**src/rtl/car_pkg.sv**
```systemverilog
// Shared encodings for the car controller: FSM states, driving-mode codes and
// odometer limits.
package car_pkg;

  typedef enum logic [1:0] {
    ST_OFF    = 2'b00,
    ST_IDLE   = 2'b01,
    ST_MOVING = 2'b10,
    ST_FULL   = 2'b11
  } state_t;

  localparam logic [1:0] MODE_MANUAL = 2'b00;
  localparam logic [1:0] MODE_SEMI   = 2'b01;
  localparam logic [1:0] MODE_AUTO   = 2'b10;

  localparam logic [3:0] MANUAL_MOVING = 4'b0100;

  localparam int unsigned MAX_MILEAGE = 99_999_999;

endpackage

```
**src/rtl/tick_prescaler.sv**
```systemverilog
// Enable generator: counts while en is high, clears when en drops, and raises
// tick_en (registered) for the cycle in which the count sits at PERIOD-1.
module tick_prescaler #(
  parameter int unsigned PERIOD = 50_000_000
) (
  input  logic clk,
  input  logic rst,
  input  logic en,
  output logic tick_en
);

  localparam int unsigned W = $clog2(PERIOD);
  localparam logic [W-1:0] TERM     = W'(PERIOD - 1);
  localparam logic [W-1:0] PRE_TERM = W'(PERIOD - 2);

  logic [W-1:0] cnt;

  // tick_en is registered one count early so it lines up with cnt == TERM
  always_ff @(posedge clk or negedge rst) begin
    if (!rst) begin
      cnt     <= '0;
      tick_en <= 1'b0;
    end else if (!en) begin
      cnt     <= '0;
      tick_en <= 1'b0;
    end else begin
      tick_en <= (cnt == PRE_TERM);
      cnt     <= (cnt == TERM) ? '0 : cnt + W'(1);
    end
  end

endmodule

```
**src/rtl/mileage_scheduler.sv**
```systemverilog
// Odometer owner: picks the active movement requester by driving mode, paces
// increments from a prescaler enable, and handles power-off, clear and saturation.
module mileage_scheduler #(
  parameter int unsigned CLK_HZ      = 100_000_000,
  parameter int unsigned TICK_HZ     = 2,
  parameter int unsigned MAX_MILEAGE = car_pkg::MAX_MILEAGE,
  parameter int unsigned REC_W       = 27
) (
  input  logic             clk,
  input  logic             rst,
  input  logic             power_now,
  input  logic [1:0]       mode,
  input  logic [3:0]       manual_state,
  input  logic             semi_move,
  input  logic             auto_move,
  input  logic             clear_req,
  output logic [REC_W-1:0] record,
  output logic             moving,
  output logic             tick,
  output logic             full
);

  import car_pkg::*;

  localparam int unsigned PERIOD = CLK_HZ / TICK_HZ;
  localparam logic [REC_W-1:0] REC_MAX = REC_W'(MAX_MILEAGE);

  state_t           state_q, state_d;
  logic [REC_W-1:0] record_d;
  logic             tick_d;
  logic             move_sel_c;
  logic             pre_en_c;
  logic             tick_en;

  always_comb begin
    move_sel_c = 1'b0;
    case (mode)
      MODE_MANUAL: move_sel_c = (manual_state == MANUAL_MOVING);
      MODE_SEMI:   move_sel_c = semi_move;
      MODE_AUTO:   move_sel_c = auto_move;
      default:     move_sel_c = 1'b0;
    endcase
  end

  // Prescaler runs only on cycles where MOVING would not be left
  assign pre_en_c = (state_q == ST_MOVING) && power_now && !clear_req && move_sel_c;

  tick_prescaler #(.PERIOD(PERIOD)) u_prescaler (
    .clk     (clk),
    .rst     (rst),
    .en      (pre_en_c),
    .tick_en (tick_en)
  );

  always_comb begin
    state_d  = state_q;
    record_d = record;
    tick_d   = 1'b0;
    if (!power_now) begin
      state_d  = ST_OFF;
      record_d = '0;
    end else begin
      case (state_q)
        ST_OFF: state_d = ST_IDLE;
        ST_IDLE: begin
          if (clear_req)                state_d = ST_IDLE;
          else if (move_sel_c && !full) state_d = ST_MOVING;
          if (clear_req) record_d = '0;
        end
        ST_MOVING: begin
          if (clear_req) begin
            record_d = '0;
            state_d  = ST_IDLE;
          end else if (!move_sel_c) begin
            state_d = ST_IDLE;
          end else if (tick_en && record < REC_MAX) begin
            record_d = record + REC_W'(1);
            tick_d   = 1'b1;
            if (record + REC_W'(1) == REC_MAX) state_d = ST_FULL;
          end
        end
        ST_FULL: begin
          if (clear_req) begin
            record_d = '0;
            state_d  = ST_IDLE;
          end
        end
        default: state_d = ST_OFF;
      endcase
    end
  end

  always_ff @(posedge clk or negedge rst) begin
    if (!rst) begin
      state_q <= ST_OFF;
      record  <= '0;
      tick    <= 1'b0;
      full    <= 1'b0;
      moving  <= 1'b0;
    end else begin
      state_q <= state_d;
      record  <= record_d;
      tick    <= tick_d;
      full    <= (record_d == REC_MAX);
      moving  <= (state_d == ST_MOVING);
    end
  end

endmodule

```
**config.mk**
```make
export PLATFORM = sky130hd
export DESIGN_NAME = mileage_scheduler
export DESIGN_NICKNAME = d
export VERILOG_FILES = /design/src/rtl/car_pkg.sv /design/src/rtl/tick_prescaler.sv /design/src/rtl/mileage_scheduler.sv
export SDC_FILE = /design/constraint.sdc
export NUM_CORES = 1
export LEC_CHECK = 0
export ABC_AREA = 1
export CAP_MARGIN = 20
export CORE_MARGIN = 8
export CORE_UTILIZATION = 50
export DETAILED_ROUTE_END_ITERATION = 8
export DONT_BUFFER_PORTS = 1
export PLACE_DENSITY_LB_ADDON = 0.05
export REMOVE_ABC_BUFFERS = 1
export SYNTH_ARGS = -nofsm -noshare
export SYNTH_HDL_FRONTEND = slang
export SYNTH_SLANG_ARGS = --single-unit
```
**constraint.sdc**
```tcl
create_clock -name clk -period 2.49 [get_ports clk]
set_clock_uncertainty 0.2 [all_clocks]
set_input_delay 0.3735 -clock clk [delete_from_list [all_inputs] [get_ports clk]]
set_output_delay 0.3735 -clock clk [all_outputs]
set_load 0.005 [all_outputs]
```
==> results of run 1 <==
==> tightest hold or removal path: cells and delay by family <==
kind | cells | cell delay, ns
AOI/OAI and AO/OA | 1 | 0.09
and+or+nand+nor | 1 | 0.08
buffers and inverters | 1 | 0.06
==> final cells by class <==
cell class / count / area, µm² / area share, %
Clock buffer: 10 / 128 / 2.29
Tap cell: 108 / 135 / 2.42
Inverter: 89 / 334 / 5.99
Sequential cell: 59 / 1490 / 26.7
Multi-Input combinational cell: 505 / 2620 / 47.0
Timing Repair Buffer: 95 / 795 / 14.2
Clock inverter: 5 / 78.8 / 1.41
==> logic make-up after synthesis <==
family,Yosys count
XOR/XNOR,15
AO/OA/AOI/OAI,65
flip-flops,59
buffers and inverters,104
adder cells (fa/ha/maj),4
AND/OR/NAND/NOR,421
==> worst min-delay path by stage <==
stage | cells past startpoint | startpoint | to | slack, ns
2_1_floorplan | 0 | rst | full$_DFF_PN0_ | -0.12
3_3_place_gp | 0 | rst | record[8]$_DFF_PN0_ | -0.12
3_5_place_dp | 0 | rst | record[8]$_DFF_PN0_ | -0.12
4_1_cts | 3 | clear_req | state_q[1]$_DFF_PN0_ | 0.09
5_1_grt | 3 | clear_req | state_q[1]$_DFF_PN0_ | 0.11
6_report | 3 | clear_req | state_q[1]$_DFF_PN0_ | 0.11
==> power groups by stage <==
stage	logic [W]	clock network, W	registers (W)
4_1_cts	0.0000965	0.000982	0.000964
3_3_place_gp	0.0000665	0	0.000983
3_5_place_dp	0.0000675	0	0.000983
2_1_floorplan	0.0000337	0	0.000983
5_1_grt	0.000107	0.00102	0.000965
6_report	0.0000975	0.000959	0.000965
==> layout by cell type, fill, tap and decap left out, types with 15 or more instances in the layout <==
cell type,n
a21oi_1,28
buf_4,86
dfrtp_1,49
inv_1,80
nand2_1,177
nand2_2,20
nand3_1,57
nand4_1,21
nor2_1,75
nor2_2,16
o21ai_0,15
xor2_1,15
==> metal layers <==
layer | up-vias | share of wire, % | global-route usage, % | wire [µm]
met5 | - | 0 | 0 | 0
met4 | 0 | 3.1 | 11.6 | 446
met3 | 34 | 6.5 | 5.45 | 940
met2 | 179 | 51 | 41.4 | 7350
met1 | 2262 | 39 | 27.6 | 5630
li1 | 2338 | - | - | -
==> registers in the layout, indices dropped and copies added (netlist names) <==
| signal | count |
|---|---|
| u_prescaler.tick_en | 1 |
| tick | 1 |
| full | 1 |
| moving | 1 |
| record | 27 |
| state_q | 2 |
| u_prescaler.cnt | 26 |
==> stage by stage <==
| step | power (W) | cells | setup slack (ns) |
|---|---|---|---|
| 6_report | 0.00202 | 871 | -0.0116 |
| 5_1_grt | 0.00209 | 871 | -0.130 |
| 4_1_cts | 0.00204 | 857 | -0.000000222 |
| 3_5_place_dp | 0.00105 | 839 | 0.0117 |
| 3_3_place_gp | 0.00105 | 839 | 0.0131 |
| 2_1_floorplan | 0.00102 | 653 | -0.239 |
==> repair_timing <==
item / in CTS / in global routing
setup buffers: 0 / 12
endpoints found under the hold margin: 60 / 0
pin swaps: 0 / 14
cloned: 0 / 2
resized for setup: 1 / 62
endpoints found under the setup margin: 1 / 10
hold buffers: 3 / 0
==> cells in the mapped netlist, types with 4 or more instances <==
library cell | count | share of area, %
nand4_1 | 21 | 3.0
o21ai_0 | 17 | 2.0
a21oi_1 | 30 | 3.4
dfrtp_1 | 59 | 34
xor2_1 | 15 | 3.0
clkbuf_1 | 5 | 0.43
a21oi_2 | 5 | 1.0
nor2_1 | 91 | 7.8
nor4_1 | 4 | 0.57
nand2_1 | 191 | 16
inv_2 | 4 | 0.34
ha_1 | 4 | 1.1
inv_1 | 82 | 7.1
nand3_1 | 60 | 6.9
buf_2 | 5 | 0.57
nor3_1 | 17 | 2.0
nor2_2 | 6 | 0.86
nor3b_1 | 8 | 1.4
nand2_2 | 7 | 1.0
==> metrics.yaml, run 1 <==
run_status:
  status: "finished with violations"
  violations: "negative setup slack"
yosys:
  avgSynthCellArea_um2: 6.52
  syn_area_um2: 4350
  synth_compound_area_share_pct: 8.71
  ys.flop_type: "dfrtp_1"
  syn_inst: 668
  synthDistinctLibCells: 43
  synth-simple-area-share_pct: 43.5
  synthArstFlopShare_pct: 100
  synth_top_family_by_area: "simple AND/OR/NAND/NOR gates"
  synth_fa_ha_area_share_pct: 1.15
  synthXorXnorAreaFrac_pct: 3.02
  ys_ff_latch: 59
  synth_warnings: 0
  muxShareOfSynthArea_pct: 0
  seq_area_frac_synth_pct: 33.9
  synth_edf_count: 0
floorplan:
  io_pins: 42
  dieArea_um2: 11900
  die_x_um: 109
  core_area_um2: 8590
  start_util_pct: 50.7
  row_count: 34
  die_h_um: 109
detailed_routing:
  drc: 0
  wire_per_inst_um: 16.5
  drtAntennaViolNets: 0
  via_per_inst: 5.53
  drtIter0Drc: 274
  drt_pass1_iterations: 5
  drt_wl_total_um: 14400
  vias: 4813
critical_path:
  r2r_end: "full$_DFF_PN0_"
  cp.arrival_ns: 2.57
  cp-endpoint: "full$_DFF_PN0_"
  cp.depth: 17
  path_cells: "inv_1, nand2_1, nor2_1, nand2_1, nor2_2, nand2_4, inv_2, nor2_2, buf_2, buf_4, nand3_1, nand3_1, a21oi_2, nand2_1, nor2_1, nand3_1, nor2_2"
  crit_buf_inv: 4
  required_ns: 2.56
  cp-startpoint: "record[19]$_DFF_PN0_"
  cp-start-kind: "register"
  path_delay_family: "simple AND/OR/NAND/NOR gates"
  ff2ff_setup_slack_ns: -0.01
  cp_max_fo: 5
  slowest_stage: "dfrtp_1"
  reg2reg_from: "record[19]$_DFF_PN0_"
  slowest_delay_ns: 0.43
  rr_worst_depth: 17
  worstSetupEndpointType: "register"
  critical_path_class: "register to register"
timing:
  setup_violations: 1
  period_needed_ns: 2.50
  rsz0062_at_grt: "yes"
  tightest_slew_ns: 0.487
  whs_ns: 0.111
  finalHoldViolCount: 0
  max_freq_mhz: 400
  slew_headroom_pct: 67.5
  setup_tns_ns: -0.0116
  fin_ws_ns: -0.0116
  finalMaxSlewViolations: 0
  finalCritPeriodShare_pct: 100
clocking:
  h-tree-depth: 3
  cts_tree: "yes"
  cts.clk_slew.worst_paths_ns: 0.07
  insertion_delay_ns: 0.34
  cts_buffer_depth: 2
  numCtsBuffers: 9
  clock_sinks: 59
  root_buffer: "clkbuf_8"
run:
  maxCapViolCount: 0
finish:
  syn_to_final_growth_pct: 28.2
  post_route_cells_drive_above_1_share_pct: 25.4
  final_util_pct: 64.9
  antenna_cells: 0
  layout.nets: 775
  stdcell_area_um2: 5580
  n_fill_cell: 758
pwr:
  p_seq_share_pct: 47.7
  internal-power_w: 0.00155
  p_leak_nw: 2.48
  switchingPower_w: 0.000475
  p_clk_share_pct: 47.4
  swShare_pct: 23.5
  powerDensity_nw_per_um2: 362
  power_frac_comb_pct: 4.8
  ir_drop_mv: 0.230
global_routing:
  grt_max_degree: 60
  grt_pass1_wl_um: 22300
  grt_pass1_vias: 4551
  grt_usage_pct: 24.0
  antenna_found_initial: 0
  overflow: 0
min_path:
  hold_path.class: "primary input to register"
place:
  dpl.hpwl_um: 10500
  place_congestion: 1.03
  placed_area_um2: 5030
  port_buffers: 0
Note: power is estimated with default switching activity, not from simulation.
==> run 2: changes to the inputs <==
Settings changed: CORE_MARGIN 8 to 1.
==> run 2 against run 1 <==
Net effect:
- the run now ends clean
- clock-buffer cell count shrank 1
- sequential share of layout area grew 0.91 points
- sequential power is essentially flat
- combinational power shrank 5.5%
- utilization shrank 0.24 points
- final cell count shrank 2.2%
- register-to-register slack gained 0.02 ns
- non-clock buffer count shrank 16
- die area shrank 24%
- global-route usage grew 8.1 points
==> metrics.yaml, run 2 (same netlist as run 1, synthesis figures left out) <==
run_status:
  status: "finished clean"
global_routing:
  grt_pass1_wl_um: 21900  # -1.5%
  overflow: 0  # unchanged
  antenna_found_initial: 0  # unchanged
  grt_pass1_vias: 4608  # +1.3%
  grt_usage_pct: 32.1  # +8.1 points
  grt_max_degree: 60  # unchanged
floorplan:
  start_util_pct: 52.2  # +1.5 points
  die_x_um: 95.3  # -13%
  io_pins: 42  # unchanged
  die_h_um: 95.3  # -13%
  core_area_um2: 8340  # -2.9%
  row_count: 33  # -2.9%
  dieArea_um2: 9080  # -24%
finish:
  largest_reg_flops: 27  # unchanged
  syn_to_final_growth_pct: 23.9
  final_cell_mix: "nand2_1, nor2_1, inv_1, buf_4, nand3_1"
  reg_top3: "record (27), u_prescaler.cnt (26), state_q (2)"
  post_route_cells_drive_above_1_share_pct: 22.0  # -3.5 points
  multi_input_area_um2: 2580  # -1.5%
  seqCellArea_um2: 1490  # unchanged
  n_fill_cell: 773  # +2.0%
  stdcell_area_um2: 5400  # -3.3%
  layout.nets: 759  # -2.1%
  final_util_pct: 64.7  # -0.24 points
  antenna_cells: 0  # unchanged
  layout_commonest_cell: "nand2_1"
  regMostFlops: "record"
timing:
  finalHoldViolCount: 0  # unchanged
  finalCritPeriodShare_pct: 99.5  # -0.98 points
  tightest_slew_ns: 0.516  # +0.0296 ns
  whs_ns: 0.105  # -0.00570 ns
  period_needed_ns: 2.48  # -0.0244 ns
  slew_headroom_pct: 65.2  # -2.3 points
  finalMaxSlewViolations: 0  # unchanged
  setup_violations: 0  # -1
  rsz0062_at_grt: "yes"
  max_freq_mhz: 404  # +0.99%
detailed_routing:
  drt_pass1_iterations: 5  # unchanged
  drc: 0  # unchanged
  drtAntennaViolNets: 0  # unchanged
  vias: 4750  # -1.3%
  drtIter0Drc: 358  # +31%
  wire_per_inst_um: 15.9  # -3.8%
  via_per_inst: 5.58  # +0.89%
  drt_wl_total_um: 13500  # -5.9%
clocking:
  root_buffer: "clkbuf_8"
  insertion_delay_ns: 0.35  # about the same
  h-tree-depth: 3  # unchanged
  cts.clk_slew.worst_paths_ns: 0.08  # about the same
  cts_buffer_depth: 2  # unchanged
  cts_tree: "yes"
  clock_sinks: 59  # unchanged
  numCtsBuffers: 9  # unchanged
critical_path:
  cp.arrival_ns: 2.52  # -0.05 ns
  cp-startpoint: "u_prescaler.cnt[1]$_DFF_PN0_"
  ff2ff_setup_slack_ns: 0.01  # +0.02 ns
  reg2reg_from: "u_prescaler.cnt[1]$_DFF_PN0_"
  r2r_end: "u_prescaler.cnt[20]$_DFF_PN0_"
  slowest_delay_ns: 0.38  # -0.05 ns
  cp_max_fo: 3  # -2
  slowest_stage: "dfrtp_1"
  rr_worst_depth: 12  # -5
  critical_path_class: "register to register"
  worstSetupEndpointType: "register"
  cp-start-kind: "register"
  path_cells: "ha_2, nand2_2, nor2_4, nand3_2, nor2_4, buf_6, nand4_1, nor4_2, nand4_1, buf_4, xor2_1, nor2_1"
  required_ns: 2.53  # -0.03 ns
place:
  place_congestion: 1.01  # -1.9%
  port_buffers: 0  # unchanged
  placed_area_um2: 4920  # -2.1%
  dpl.hpwl_um: 9770  # -6.6%
min_path:
  holdPathStages: 3  # unchanged
  hold_start: "clear_req"
  worstHoldEndpoint: "state_q[1]$_DFF_PN0_"
  hold_path.class: "primary input to register"
pwr:
  ir_drop_mv: 0.309  # +34%
  p_leak_nw: 2.38  # -4.0%
  power_w: 0.00195  # -3.4%
  powerDensity_nw_per_um2: 362  # about the same
run:
  maxCapViolCount: 0  # unchanged
-- run 2: through the flow --
step | setup slack, ns | setup TNS, ns | cells
detailed placement | -0.0930 | -0.0930 | 826
finish | 0.0129 | 0 | 852
global route | -0.176 | -0.596 | 852
CTS | 0.00976 | 0 | 845
floorplan | -0.239 | -0.891 | 653
global placement | -0.101 | -0.101 | 826
-- run 2: metal layers --
metal	track usage, %	vias up	wire length (µm)
met2	56.5	162	6800
met4	14.8	0	547
li1	-	2298	-
met3	5.74	52	848
met5	0	-	0
met1	37.6	2238	5330
-- run 2: worst max-delay path by stage --
stage	endpoint	slack, ns	depth (start not counted)
floorplan	full$_DFF_PN0_	-0.24	9
global placement	full$_DFF_PN0_	-0.10	16
detailed placement	full$_DFF_PN0_	-0.09	16
CTS	full$_DFF_PN0_	0.01	16
global route	u_prescaler.cnt[20]$_DFF_PN0_	-0.18	12
finish	u_prescaler.cnt[20]$_DFF_PN0_	0.01	12
-- run 2: repair_timing --
action,in CTS,in global routing
gates cloned,0,1
setup buffers,1,6
pin swaps,2,16
setup endpoints to repair,1,7
endpoints found under the hold margin,60,0
gates resized for setup,9,40
hold buffers,3,0
-- run 2: where the power goes --
group          switching (W)  internal [W]  leakage [nW]
logic              0.0000666     0.0000256          1.49
registers         0.00000416      0.000960         0.806
clock network       0.000439      0.000458        0.0913
-- run 2: layout make-up --
cell class	count	share of cell area (%)
Multi-Input combinational cell	505	47.8
Clock inverter	6	1.25
Tap cell	105	2.44
Clock buffer	9	2.30
Inverter	89	6.19
Sequential cell	59	27.6
Timing Repair Buffer	79	12.4
-- run 2: worst max-delay path: cells and delay by family (launching register included) --
kind	cells	cell delay, ns
and+or+nand+nor	8	1.13
DFF	1	0.38
buffers and inverters	2	0.31
adders and majority gates	1	0.20
xor gates and xnor gates	1	0.14
==> run 3: changes to the inputs <==
Settings changed: CORE_UTILIZATION 50 to 47, CTS_BUF_LIST set to sky130_fd_sc_hd__clkbuf_8 sky130_fd_sc_hd__clkbuf_16.
==> run 3 against run 2 <==
Net effect:
- the flow now finishes with violations (design-rule violations)
- total power rose by 1.3%
- fmax rose by 2.8%
- wire length barely moved
==> metrics.yaml, run 3 (same netlist as run 1, synthesis figures left out) <==
critical_path:
  critical_path_class: "register to register"
  cp-start-kind: "register"
  required_ns: 2.59  # +0.06 ns
  worstSetupEndpointType: "register"
  cp_max_fo: 6  # +3
  cp.arrival_ns: 2.51  # about the same
timing:
  setup_tns_ns: 0  # unchanged
  tightest_slew_ns: 0.466  # -0.0501 ns
  setup_violations: 0  # unchanged
  period_needed_ns: 2.41  # -0.0667 ns
  slew_headroom_pct: 68.9  # +3.6 points
  finalHoldViolCount: 0  # unchanged
  max_freq_mhz: 415  # +2.8%
  finalCritPeriodShare_pct: 96.8  # -2.7 points
  finalMaxSlewViolations: 0  # unchanged
  rsz0062_at_grt: "yes"
clocking:
  cts.clk_slew.worst_paths_ns: 0.09  # about the same
  insertion_delay_ns: 0.36  # about the same
  clock_sinks: 59  # unchanged
  cts_tree: "yes"
  cts_buffer_depth: 2  # unchanged
  h-tree-depth: 3  # unchanged
  root_buffer: "clkbuf_8"
  numCtsBuffers: 9  # unchanged
global_routing:
  overflow: 0  # unchanged
  antenna_found_initial: 0  # unchanged
  grt_usage_pct: 29.3  # -2.8 points
  grt_pass1_vias: 4646  # +0.82%
  grt_pass1_wl_um: 22200  # +1.2%
  grt_max_degree: 60  # unchanged
finish:
  regMostFlops: "record"
  post_route_cells_drive_above_1_share_pct: 21.5  # -0.43 points
  syn_to_final_growth_pct: 23.6
  n_fill_cell: 852  # +10%
  largest_reg_flops: 27  # unchanged
  fin_cells: 856  # +0.47%
  layout_commonest_cell: "nand2_1"
  reg_top3: "record (27), u_prescaler.cnt (26), state_q (2)"
  final_cell_mix: "nand2_1, nor2_1, inv_1, buf_4, nand3_1"
  layout.nets: 759  # unchanged
  antenna_cells: 0  # unchanged
place:
  dpl.hpwl_um: 10100  # +3.8%
  place_congestion: 0.943  # -6.6%
  dpl.cell_count: 833  # +0.85%
  port_buffers: 0  # unchanged
floorplan:
  core_area_um2: 8850  # +6.1%
  die_h_um: 98.2  # +3.1%
  die_x_um: 98.2  # +3.1%
  io_pins: 42  # unchanged
  dieArea_um2: 9650  # +6.2%
  start_util_pct: 49.2  # -3.0 points
  row_count: 34  # +3.0%
pwr:
  p_leak_nw: 2.37  # -0.46%
  switchingPower_w: 0.000526  # +3.2%
  p_clk_share_pct: 46.6  # +0.7 points
  swShare_pct: 26.6  # +0.48 points
  powerDensity_nw_per_um2: 368  # +1.6%
  power_frac_comb_pct: 4.7  # about the same
  internal-power_w: 0.00145  # +0.66%
  p_seq_share_pct: 48.7  # -0.7 points
  ir_drop_mv: 0.243  # -21%
detailed_routing:
  drc: 2  # +2
  vias: 4676  # -1.6%
  drt_wl_total_um: 13500  # about the same
  drtIter0Drc: 248  # -31%
  wire_per_inst_um: 15.8  # -0.51%
  via_per_inst: 5.46  # -2.0%
  drtAntennaViolNets: 0  # unchanged
  drt_pass1_iterations: 7  # +2
run_status:
  violations: "design-rule violations"
  status: "finished with violations"
run:
  maxCapViolCount: 0  # unchanged
min_path:
  hold_path.class: "primary input to register"
-- run 3: cell types whose count changed in the layout (fill, tap and decap cells not counted), sizes merged --
| cell | previous run | this run |
|---|---|---|
| inv | 86 | 87 |
| buf | 76 | 77 |
| clkbuf | 10 | 9 |
-- run 3: power by group through the flow --
stage          Sequential (W)  Combinational, W  Clock, W
3_3_place_gp         0.000983         0.0000639         0
6_report             0.000964         0.0000928  0.000923
4_1_cts              0.000964         0.0000927  0.000946
2_1_floorplan        0.000983         0.0000337         0
5_1_grt              0.000964          0.000104  0.000979
3_5_place_dp         0.000983         0.0000644         0
-- run 3: stage by stage --
step                hold slack (ns)  cell area (µm²)  power, W  worst slack (ns)  utilization, %
finish                       0.0683             5380   0.00198            0.0796            60.8
global route                 0.0903             5380   0.00205           -0.0661            60.8
CTS                          0.0584             5240   0.00200            0.0108            59.2
detailed placement           -0.121             4990   0.00105           0.00841            56.3
global placement             -0.121             4990   0.00105           0.00812            56.3
floorplan                    -0.122             4260   0.00102            -0.239               -
-- run 3: worst max-delay path: stages (launching register included) --
cell     delay, ns
dfrtp_2       0.45
inv_2         0.09
nand2_1       0.05
nor2_1        0.17
nand2_1       0.09
nor2_2        0.15
nand2_4       0.09
inv_2         0.06
nor2_1        0.04
buf_4         0.17
nand3_1       0.07
nand3_1       0.07
nand2_1       0.07
nand2_1       0.07
nor2_1        0.09
nand2_1       0.12
nor2_2        0.16
nand2_1       0.07
nor2_1        0.08
-- run 3: timing repair --
item / CTS / global route
endpoints found under the hold margin: 60 / 0
cloned: 0 / 0
resized for setup: 1 / 36
pin swaps: 0 / 6
hold buffers: 3 / 0
setup buffers: 0 / 4
setup endpoints to repair: 1 / 8
-- run 3: layout make-up --
type	count	area, µm²	area share, %
multi-input combinational	505	2570	47.7
sequential	59	1490	27.6
timing repair buffer	79	656	12.2
inverter	89	334	6.21
tap	108	135	2.51
clock buffer	9	124	2.30
clock inverter	7	76.3	1.42
-- run 3: path summary, 6_finish.rpt --
check,startpoint,to,slack (ns),depth (start not counted)
setup / recovery,record[19]$_DFF_PN0_,full$_DFF_PN0_,0.08,18
setup reg to reg,record[19]$_DFF_PN0_,full$_DFF_PN0_,0.08,18
max in group asynchronous,rst,record[24]$_DFF_PN0_,1.45,2
min in group asynchronous,rst,record[5]$_DFF_PN0_,0.37,2
hold / removal,clear_req,state_q[1]$_DFF_PN0_,0.07,3
hold reg to reg,u_prescaler.cnt[0]$_DFF_PN0_,u_prescaler.cnt[0]$_DFF_PN0_,0.28,1
-- run 3: metal layers --
layer,global-route usage (%),part of all wire [%],up-vias
met5,0,0,-
met4,11.3,2.7,0
met1,34.7,42,2196
li1,-,-,2303
met2,52.0,50,142
met3,5.94,5.7,35
